--- config.mk ---
export PLATFORM = sky130hd
export DESIGN_NAME = mem_port_arbiter
export DESIGN_NICKNAME = d
export VERILOG_FILES = /design/src/rtl/mem_port_arbiter.sv
export SDC_FILE = /design/constraint.sdc
export NUM_CORES = 1
export LEC_CHECK = 0
export CAP_MARGIN = 10
export CELL_PAD_IN_SITES_DETAIL_PLACEMENT = 2
export CELL_PAD_IN_SITES_GLOBAL_PLACEMENT = 2
export CORE_UTILIZATION = 10
export CTS_CLUSTER_DIAMETER = 150
export DETAILED_ROUTE_END_ITERATION = 10
export PLACE_DENSITY_LB_ADDON = 0.1
export SLEW_MARGIN = 40
export SYNTH_ARGS = -nofsm -noshare
export SYNTH_HDL_FRONTEND = slang
export SYNTH_SLANG_ARGS = --single-unit
--- constraint.sdc ---
create_clock -name clk -period 3.9 [get_ports clk]
set_input_delay 0.39 -clock clk [delete_from_list [all_inputs] [get_ports clk]]
set_output_delay 0.39 -clock clk [all_outputs]
set_load 0.005 [all_outputs]
--- src/rtl/mem_port_arbiter.sv ---
// -----------------------------------------------------------------------------
// mem_port_arbiter
//
// Shares one single-ported synchronous word RAM between three requesters:
// the cpu instruction port, the cpu data port and a host loader port that
// writes program images. Data requests beat instruction requests. A streak
// counter caps how many data grants in a row can be given while an
// instruction request waits. Raising ld_mode halts the cpu. After a one-cycle
// drain the host gets the RAM to itself.
//
// Handshake (all three ports): a requester raises req and holds req, addr and
// write data stable until it sees gnt high in the same cycle. gnt is
// combinational from req and registered state. At most one gnt is high per
// cycle, and mem_* mirror the granted requester. Read data arrives one cycle
// after a read grant, qualified by that port's registered rvalid. Writes
// return no rvalid.
//
// Parameters
//   AW          RAM word-address width (depth 2**AW words)
//   STREAK_MAX  max consecutive data grants while i_req waits (>= 1)
//
// Ports
//   clk, rst                  clock, asynchronous active-high reset
//   cpu_halt                  1 while in DRAIN/LOAD: cpu must not advance
//   i_req/i_addr/i_gnt        instruction read request
//   i_rvalid/i_rdata          instruction read response
//   d_req/d_addr/d_we/d_wdata data request (d_we == 0 means read)
//   d_gnt/d_rvalid/d_rdata    data grant and read response
//   ld_mode                   level: host wants exclusive RAM access
//   ld_req/ld_addr/ld_wdata   loader full-word write request
//   ld_gnt                    loader write accepted
//   mem_en/mem_addr/mem_we/mem_wdata/mem_rdata   RAM port
//   dbg_state                 current FSM state (RUN=0, DRAIN=1, LOAD=2)
// -----------------------------------------------------------------------------
module mem_port_arbiter #(
  parameter int AW         = 12,
  parameter int STREAK_MAX = 4
) (
  input  logic          clk,
  input  logic          rst,
  output logic          cpu_halt,
  // instruction port
  input  logic          i_req,
  input  logic [31:0]   i_addr,
  output logic          i_gnt,
  output logic          i_rvalid,
  output logic [31:0]   i_rdata,
  // data port
  input  logic          d_req,
  input  logic [31:0]   d_addr,
  input  logic [3:0]    d_we,
  input  logic [31:0]   d_wdata,
  output logic          d_gnt,
  output logic          d_rvalid,
  output logic [31:0]   d_rdata,
  // host loader port
  input  logic          ld_mode,
  input  logic          ld_req,
  input  logic [31:0]   ld_addr,
  input  logic [31:0]   ld_wdata,
  output logic          ld_gnt,
  // RAM port
  output logic          mem_en,
  output logic [AW-1:0] mem_addr,
  output logic [3:0]    mem_we,
  output logic [31:0]   mem_wdata,
  input  logic [31:0]   mem_rdata,
  // debug
  output logic [1:0]    dbg_state
);

  typedef enum logic [1:0] {
    RUN   = 2'd0,
    DRAIN = 2'd1,
    LOAD  = 2'd2
  } state_t;

  localparam int SW = $clog2(STREAK_MAX + 1);
  localparam logic [SW-1:0] STREAK_TOP = SW'(STREAK_MAX);

  state_t        state;
  logic [SW-1:0] streak;

  // ---------------------------------------------------------------------------
  // Grant selection (combinational from requests and registered state)
  // ---------------------------------------------------------------------------
  always_comb begin
    i_gnt  = 1'b0;
    d_gnt  = 1'b0;
    ld_gnt = 1'b0;
    case (state)
      RUN: begin
        // A rising ld_mode blocks cpu grants at once, so nothing new is
        // started while the bus is being handed over.
        if (!ld_mode) begin
          if (d_req && i_req) begin
            if (streak == STREAK_TOP) i_gnt = 1'b1;
            else                      d_gnt = 1'b1;
          end else if (d_req) begin
            d_gnt = 1'b1;
          end else if (i_req) begin
            i_gnt = 1'b1;
          end
        end
      end
      LOAD: begin
        // The cycle in which ld_mode drops is a pure transition cycle.
        ld_gnt = ld_req && ld_mode;
      end
      default: begin
        // DRAIN: no grants while the last cpu read retires.
      end
    endcase
  end

  // ---------------------------------------------------------------------------
  // RAM port mux: mirrors whichever requester was granted
  // ---------------------------------------------------------------------------
  always_comb begin
    mem_en    = 1'b0;
    mem_addr  = '0;
    mem_we    = 4'h0;
    mem_wdata = '0;
    if (ld_gnt) begin
      mem_en    = 1'b1;
      mem_addr  = ld_addr[AW+1:2];
      mem_we    = 4'hF;
      mem_wdata = ld_wdata;
    end else if (d_gnt) begin
      mem_en    = 1'b1;
      mem_addr  = d_addr[AW+1:2];
      mem_we    = d_we;
      mem_wdata = d_wdata;
    end else if (i_gnt) begin
      mem_en    = 1'b1;
      mem_addr  = i_addr[AW+1:2];
    end
  end

  // Both read ports see the RAM output; rvalid says whose data it is.
  assign i_rdata   = mem_rdata;
  assign d_rdata   = mem_rdata;
  assign dbg_state = state;

  // Byte-offset bits and bits above the RAM range are deliberately dropped:
  // addresses wrap modulo the RAM size.
  logic unused_addr_bits;
  assign unused_addr_bits = ^{i_addr[31:AW+2], i_addr[1:0],
                              d_addr[31:AW+2], d_addr[1:0],
                              ld_addr[31:AW+2], ld_addr[1:0]};

  // ---------------------------------------------------------------------------
  // State machine, streak counter and registered outputs
  // ---------------------------------------------------------------------------
  always_ff @(posedge clk or posedge rst) begin
    if (rst) begin
      state    <= RUN;
      streak   <= '0;
      cpu_halt <= 1'b0;
      i_rvalid <= 1'b0;
      d_rvalid <= 1'b0;
    end else begin
      i_rvalid <= i_gnt;
      d_rvalid <= d_gnt && (d_we == 4'h0);

      // The streak only measures how long a waiting instruction fetch has
      // been passed over. It clears as soon as nobody is waiting or the
      // fetch wins.
      if (!i_req || i_gnt) begin
        streak <= '0;
      end else if (d_gnt && (streak != STREAK_TOP)) begin
        streak <= streak + 1'b1;
      end

      case (state)
        RUN: begin
          if (ld_mode) begin
            state    <= DRAIN;
            cpu_halt <= 1'b1;
          end
        end
        DRAIN: begin
          // Single cycle, unconditional: the host has already been promised
          // the RAM once ld_mode was seen.
          state <= LOAD;
        end
        LOAD: begin
          if (!ld_mode) begin
            state    <= RUN;
            cpu_halt <= 1'b0;
            streak   <= '0;
          end
        end
        default: begin
          state    <= RUN;
          cpu_halt <= 1'b0;
        end
      endcase
    end
  end

endmodule
==> key figures, run 1 <==
CTS
  – CTS HTree Levels: 1
  – CTS tree: done
  – Clk slew on worst S/H paths: 0.04 ns
  – Clk Latency, worst-skew pair: 0.23 ns
  – Root Buffer: clkbuf_16
  – Post-CTS Hold Buffers: 0
  – CTS Sinks: 8
  – Post-CTS setup buffers: 0
  – # resized after CTS: 0
  – Number of CTS-inserted buffers: 3
  – Clock Path Buffers: 2

Logic synthesis
  – Netlist cell types: 26
  – Post-synth top cells: buf_4 (65), a22o_1 (32), and2_1 (14)
  – Seq/Total Area, Yosys: 13.3%
  – Warnings, synthesis: 0
  – Most used DFF post-synth: dfrtp_1
  – Post-synthesis net count: 380
  – Syn Std Cell Area: 1500 um2
  – Synth Register Bits: 8
  – Post-synth top area cell: buf_4
  – Syn_area_per_cell: 8.53 um2
  – Cells taking the most area after synthesis: buf_4 (33%), a22o_1 (19%), dfrtp_1 (13%)
  – Number of flops mapped to enable cells by yosys: 0
  – Syn Inst Count: 176
  – Most common cell in the synthesized netlist: buf_4
  – Area fraction of the dominant cell type after synthesis: 32.5%
  – Fraction of registers with async set/reset: 100%

Timing
  – Finish-stage setup viols: 0
  – Final Hold Vio Count: 0
  – Tcrit/Tclk final: 76.4%
  – Max Slew Vio Count: 0
  – Hold slack: 0.414 ns
  – RSZ-0062 raised after global routing: no
  – Final setup TNS: 0 ns
  – Peak Freq: 335 MHz
  – Skew final: 0.00272 ns
  – Post-route worst setup slack: 0.919 ns
  – Rel. slew slack: 67.8%
  – Final min period: 2.98 ns
  – Slew @ Worst Pin: 0.483 ns

GRT
  – Tot GR Track Use: 9.16%
  – Initial antenna violation count: 0
  – Global-route wire length before repair: 11.3 mm
  – Total congestion overflow: 0
  – Largest net degree at the start of global routing: 33
  – Number of global-route vias before repair: 1886

Placed design
  – Post-Place Setup Slack: 0.841 ns
  – Routability Congestion: 0.653
  – Buffers on Ports: 166
  – Placed cells: 454
  – Post-detail-place hpwl: 6.06 mm

Outcome
  – Status: complete, no violations

Pwr
  – PwrDens: 284 nW/um2
  – Maximum vdd ir drop: 0.119 mV
  – Lkg Pwr: 1.11 nW

Die
  – # IOs: 323
  – Initial core utilization: 10.3%
  – Site Rows: 44
  – Die Ht: 125 um
  – Full die area: 15500 um2
  – Die X: 125 um
  – Core area: 14600 um2

Worst hold path
  – Min-Delay Path Class: in -> async

Setup path
  – Crit path DAT: 2.59 ns
  – CP endpoint kind: output port
  – CP Launch Point: d_req
  – Crit path required time: 3.51 ns
  – Critical R2R Launch: streak[0]
  – WS Path Type: in -> out
  – Crit path launch type: input pin
  – Crit Path Max Fanout: 31

Finish
  – Layout Nets: 479
  – Post-Layout Cell Count: 457
  – Filler Cell Count: 1643
  – Area Overhead vs Synth: 96.1%
  – Antenna diodes: 0
  – Share of layout cells above drive strength 1: 4.40%

Detailed routing
  – Via count: 1685
  – Final wirelength: 7.48 mm
  – Antenna Violating Nets Remaining: 0
  – Routed WL per cell: 16.4 um
  – Vias per inst: 3.69
  – Met2 wire length: 3.85 mm
  – Drt first pass iters: 4
  – # DRC: 0
  – Max Used Layer: met4
  – Met3 wire len: 548 um
  – DRT iter0 DRCs: 32
  – Met1 Wirelength: 2.93 mm

Run
  – Max cap viols: 0
path summary, 6_finish.rpt:
| kind | endpoint | slack (ns) | cells past startpoint |
|---|---|---|---|
| hold / removal | cpu_halt | 0.41 | 2 |
| min in group clk | cpu_halt | 0.53 | 1 |
| max in group asynchronous | streak[1] | 3.25 | 2 |
| setup / recovery | mem_wdata[2] | 0.92 | 6 |
| setup reg to reg | d_rvalid | 2.40 | 6 |
| hold reg to reg | cpu_halt | 0.53 | 1 |
critical path: stages:
cell and delay (ns):
clkdlybuf4s50_1 0.52, nor2b_1 0.30, o211a_2 0.26, buf_4 0.36, a22o_1 0.21, clkdlybuf4s50_1 0.53
area by class of cell:
type / count / area [um2] / area share [%]
well taps: 184 / 230 / 7.82
inverters: 5 / 18.8 / 0.637
multi-input cells: 87 / 716 / 24.3
repair buffers: 170 / 1700 / 57.9
flip-flops and latches: 8 / 200 / 6.80
clock buffers: 3 / 75.1 / 2.55
per-stage QoR:
step / utilization (%) / instance area, um2 / total power, mW
after floorplan: - / 1500 / 0.365
after global placement: 19.7 / 2870 / 0.677
after detailed placement: 19.7 / 2870 / 0.678
after CTS: 20.2 / 2940 / 0.858
after global routing: 20.2 / 2940 / 0.889
final: 20.2 / 2940 / 0.836
routing by layer:
metal  up-vias  track usage (%)
met5         -                0
li1        776                -
met2        99             16.9
met1       792             10.2
met3        18             1.89
met4         0             3.47
state kept, by name, indices dropped and copies added, names as in the netlist:
register   count
i_rvalid       1
streak         3
dbg_state      2
cpu_halt       1
d_rvalid       1
report_power, final:
part	total, mW	switching, mW	internal (mW)	leakage, nW
clock	0.171	0.0390	0.132	0.0370
combinational	0.543	0.185	0.358	0.965
sequential	0.122	0.0221	0.0996	0.106
cell families (layout without fill, tap and decap cells):
group / count (synthesis) / count (layout) / synth area share [%]
compound gates: 54 / 54 / 32.7
fa+ha+maj: 3 / 3 / 2.33
buf+inv: 81 / 178 / 39.1
flops: 8 / 8 / 13.3
mux: 1 / 1 / 0.750
simple gates: 29 / 29 / 11.8
cell usage in the layout (no fill, tap or decap), types with 4 or more instances in the layout:
cell type,instances
clkdlybuf4s50_1,166
a22o_1,32
and2_1,14
a221o_1,12
dfrtp_1,8
inv_1,5
a21o_1,4
Note: power is estimated with default switching activity, not from simulation.
==> inputs of run 2 (changes only) <==
clock period = 2.8 ns   (was 3.9 ns; I/O delays follow)
==> run 2 against run 1 <==
Sequential power increased by 39%. Highest routed layer unchanged. Design area increased by 1.5%. Cell count increased by 0.22%. Sequential cell count unchanged. Critical path depth increased by 1. Sequential share of layout area decreased by 0.10 points. Register-to-register slack got worse by 1.1 ns.
==> key figures, run 2 (synthesis gave the netlist of run 1 again) <==
Detailed routing
  – DRT iter0 DRCs: 19
  – Final wirelength: 7.40 mm
  – Drt first pass iters: 4
  – Routed WL per cell: 16.2 um
  – Vias per inst: 3.69
  – # DRC: 0
  – Via count: 1692
  – Antenna Violating Nets Remaining: 0

Setup path
  – Crit path required time: 2.52 ns
  – CP peak stage delay: 0.48 ns
  – CP endpoint kind: output port
  – WS Path Type: reg -> out
  – CP Launch Point: streak[0]
  – Crit path max-delay cell type: clkdlybuf4s50_1
  – Crit path launch type: flop
  – Crit path DAT: 2.30 ns
  – Crit Path Max Fanout: 31
  – CP Cell Sequence: inv_1 > ha_1 > nand2_2 > o211a_2 > buf_12 > or3_1 > clkdlybuf4s50_1
  – Critical R2R Launch: streak[0]

Finish
  – Post-Layout Cell Count: 458
  – Area Overhead vs Synth: 99.1%
  – Most frequent cells in the layout: clkdlybuf4s50_1 (166), a22o_1 (32), and2_1 (14), a221o_1 (12), dfrtp_1 (8)
  – Most common cell after layout, fill and taps aside: clkdlybuf4s50_1
  – Share of layout cells above drive strength 1: 4.74%
  – Top reg by flops: streak
  – Layout Nets: 480
  – Antenna diodes: 0
  – Final Core Density: 20.5%
  – Max reg flops: 3

Placed design
  – Placed cells: 455
  – Buffers on Ports: 166
  – Post-detail-place hpwl: 5.95 mm
  – Routability Congestion: 0.698

Pwr
  – Lkg Pwr: 1.12 nW
  – PwrDens: 396 nW/um2
  – Post-route total power: 1.18 mW
  – Maximum vdd ir drop: 0.144 mV

CTS
  – Clk Latency, worst-skew pair: 0.23 ns
  – Post-CTS setup buffers: 0
  – Post-CTS Hold Buffers: 0
  – Clk slew on worst S/H paths: 0.04 ns
  – Clock Path Buffers: 2
  – CTS Sinks: 8
  – CTS HTree Levels: 1
  – # resized after CTS: 0
  – Root Buffer: clkbuf_16
  – Number of CTS-inserted buffers: 3
  – CTS tree: done

Die
  – Die X: 125 um
  – # IOs: 323
  – Initial core utilization: 10.3%
  – Core area: 14600 um2
  – Site Rows: 44
  – Die Ht: 125 um
  – Full die area: 15500 um2

Timing
  – Rel. slew slack: 74.2%
  – Peak Freq: 387 MHz
  – Tcrit/Tclk final: 92.3%
  – Final setup TNS: 0 ns
  – Final Hold Vio Count: 0
  – Final min period: 2.58 ns
  – Max Slew Vio Count: 0
  – Skew final: 0.00233 ns
  – Finish-stage setup viols: 0
  – Slew @ Worst Pin: 0.387 ns
  – RSZ-0062 raised after global routing: no
  – Hold slack: 0.310 ns

GRT
  – Total congestion overflow: 0
  – Global-route wire length before repair: 11.3 mm
  – Tot GR Track Use: 9.29%
  – Largest net degree at the start of global routing: 51
  – Number of global-route vias before repair: 1897
  – Initial antenna violation count: 0

Worst hold path
  – Min-Delay Path Class: in -> async

Run
  – Max cap viols: 0

Outcome
  – Status: complete, no violations
-- run 2: layout make-up --
cell class / instances / area (um2)
timing repair buffer: 171 / 1750
multi-input combinational: 87 / 716
inverter: 5 / 18.8
fill: 1654 / 11600
tap: 184 / 230
sequential: 8 / 200
clock buffer: 3 / 75.1
-- run 2: worst paths after layout --
check                                 end  slack (ns)  cells past startpoint
worst min register to register   cpu_halt        0.53                      1
min in group clk                 cpu_halt        0.53                      1
worst max register to register   d_rvalid        1.33                      6
worst max-delay path               mem_en        0.22                      7
max in group asynchronous       streak[1]        2.24                      2
worst min-delay path             cpu_halt        0.31                      2
-- run 2: report_power, final --
part           internal [mW]  switching, mW  total, mW  leakage, nW
Sequential             0.139         0.0315      0.170        0.106
Combinational          0.519          0.258      0.777        0.979
Clock                  0.184         0.0536      0.237       0.0370
-- run 2: stage by stage --
stage          instance area [um2]  setup slack (ns)
5_1_grt                       2990            0.0807
3_3_place_gp                  2910             0.204
6_report                      2990             0.217
4_1_cts                       2990             0.181
2_1_floorplan                 1500              1.03
3_5_place_dp                  2910             0.204
-- run 2: layer usage --
metal  part of all wire, %  global-route usage (%)  vias up  routed length [um]
li1                      -                       -      775                   -
met1                    37                    9.72      808                2730
met2                    53                    17.8       95                3930
met3                   8.3                    2.36       14                 616
met4                   1.6                    3.05        0                 122
met5                     0                       0        -                   0
-- run 2: critical path: cells and delay by family (launching register included) --
| family | cells | cell delay, ns |
|---|---|---|
| simple gates | 2 | 0.45 |
| flops | 1 | 0.39 |
| fa+ha+maj | 1 | 0.16 |
| compound gates | 1 | 0.31 |
| buf+inv | 3 | 0.74 |
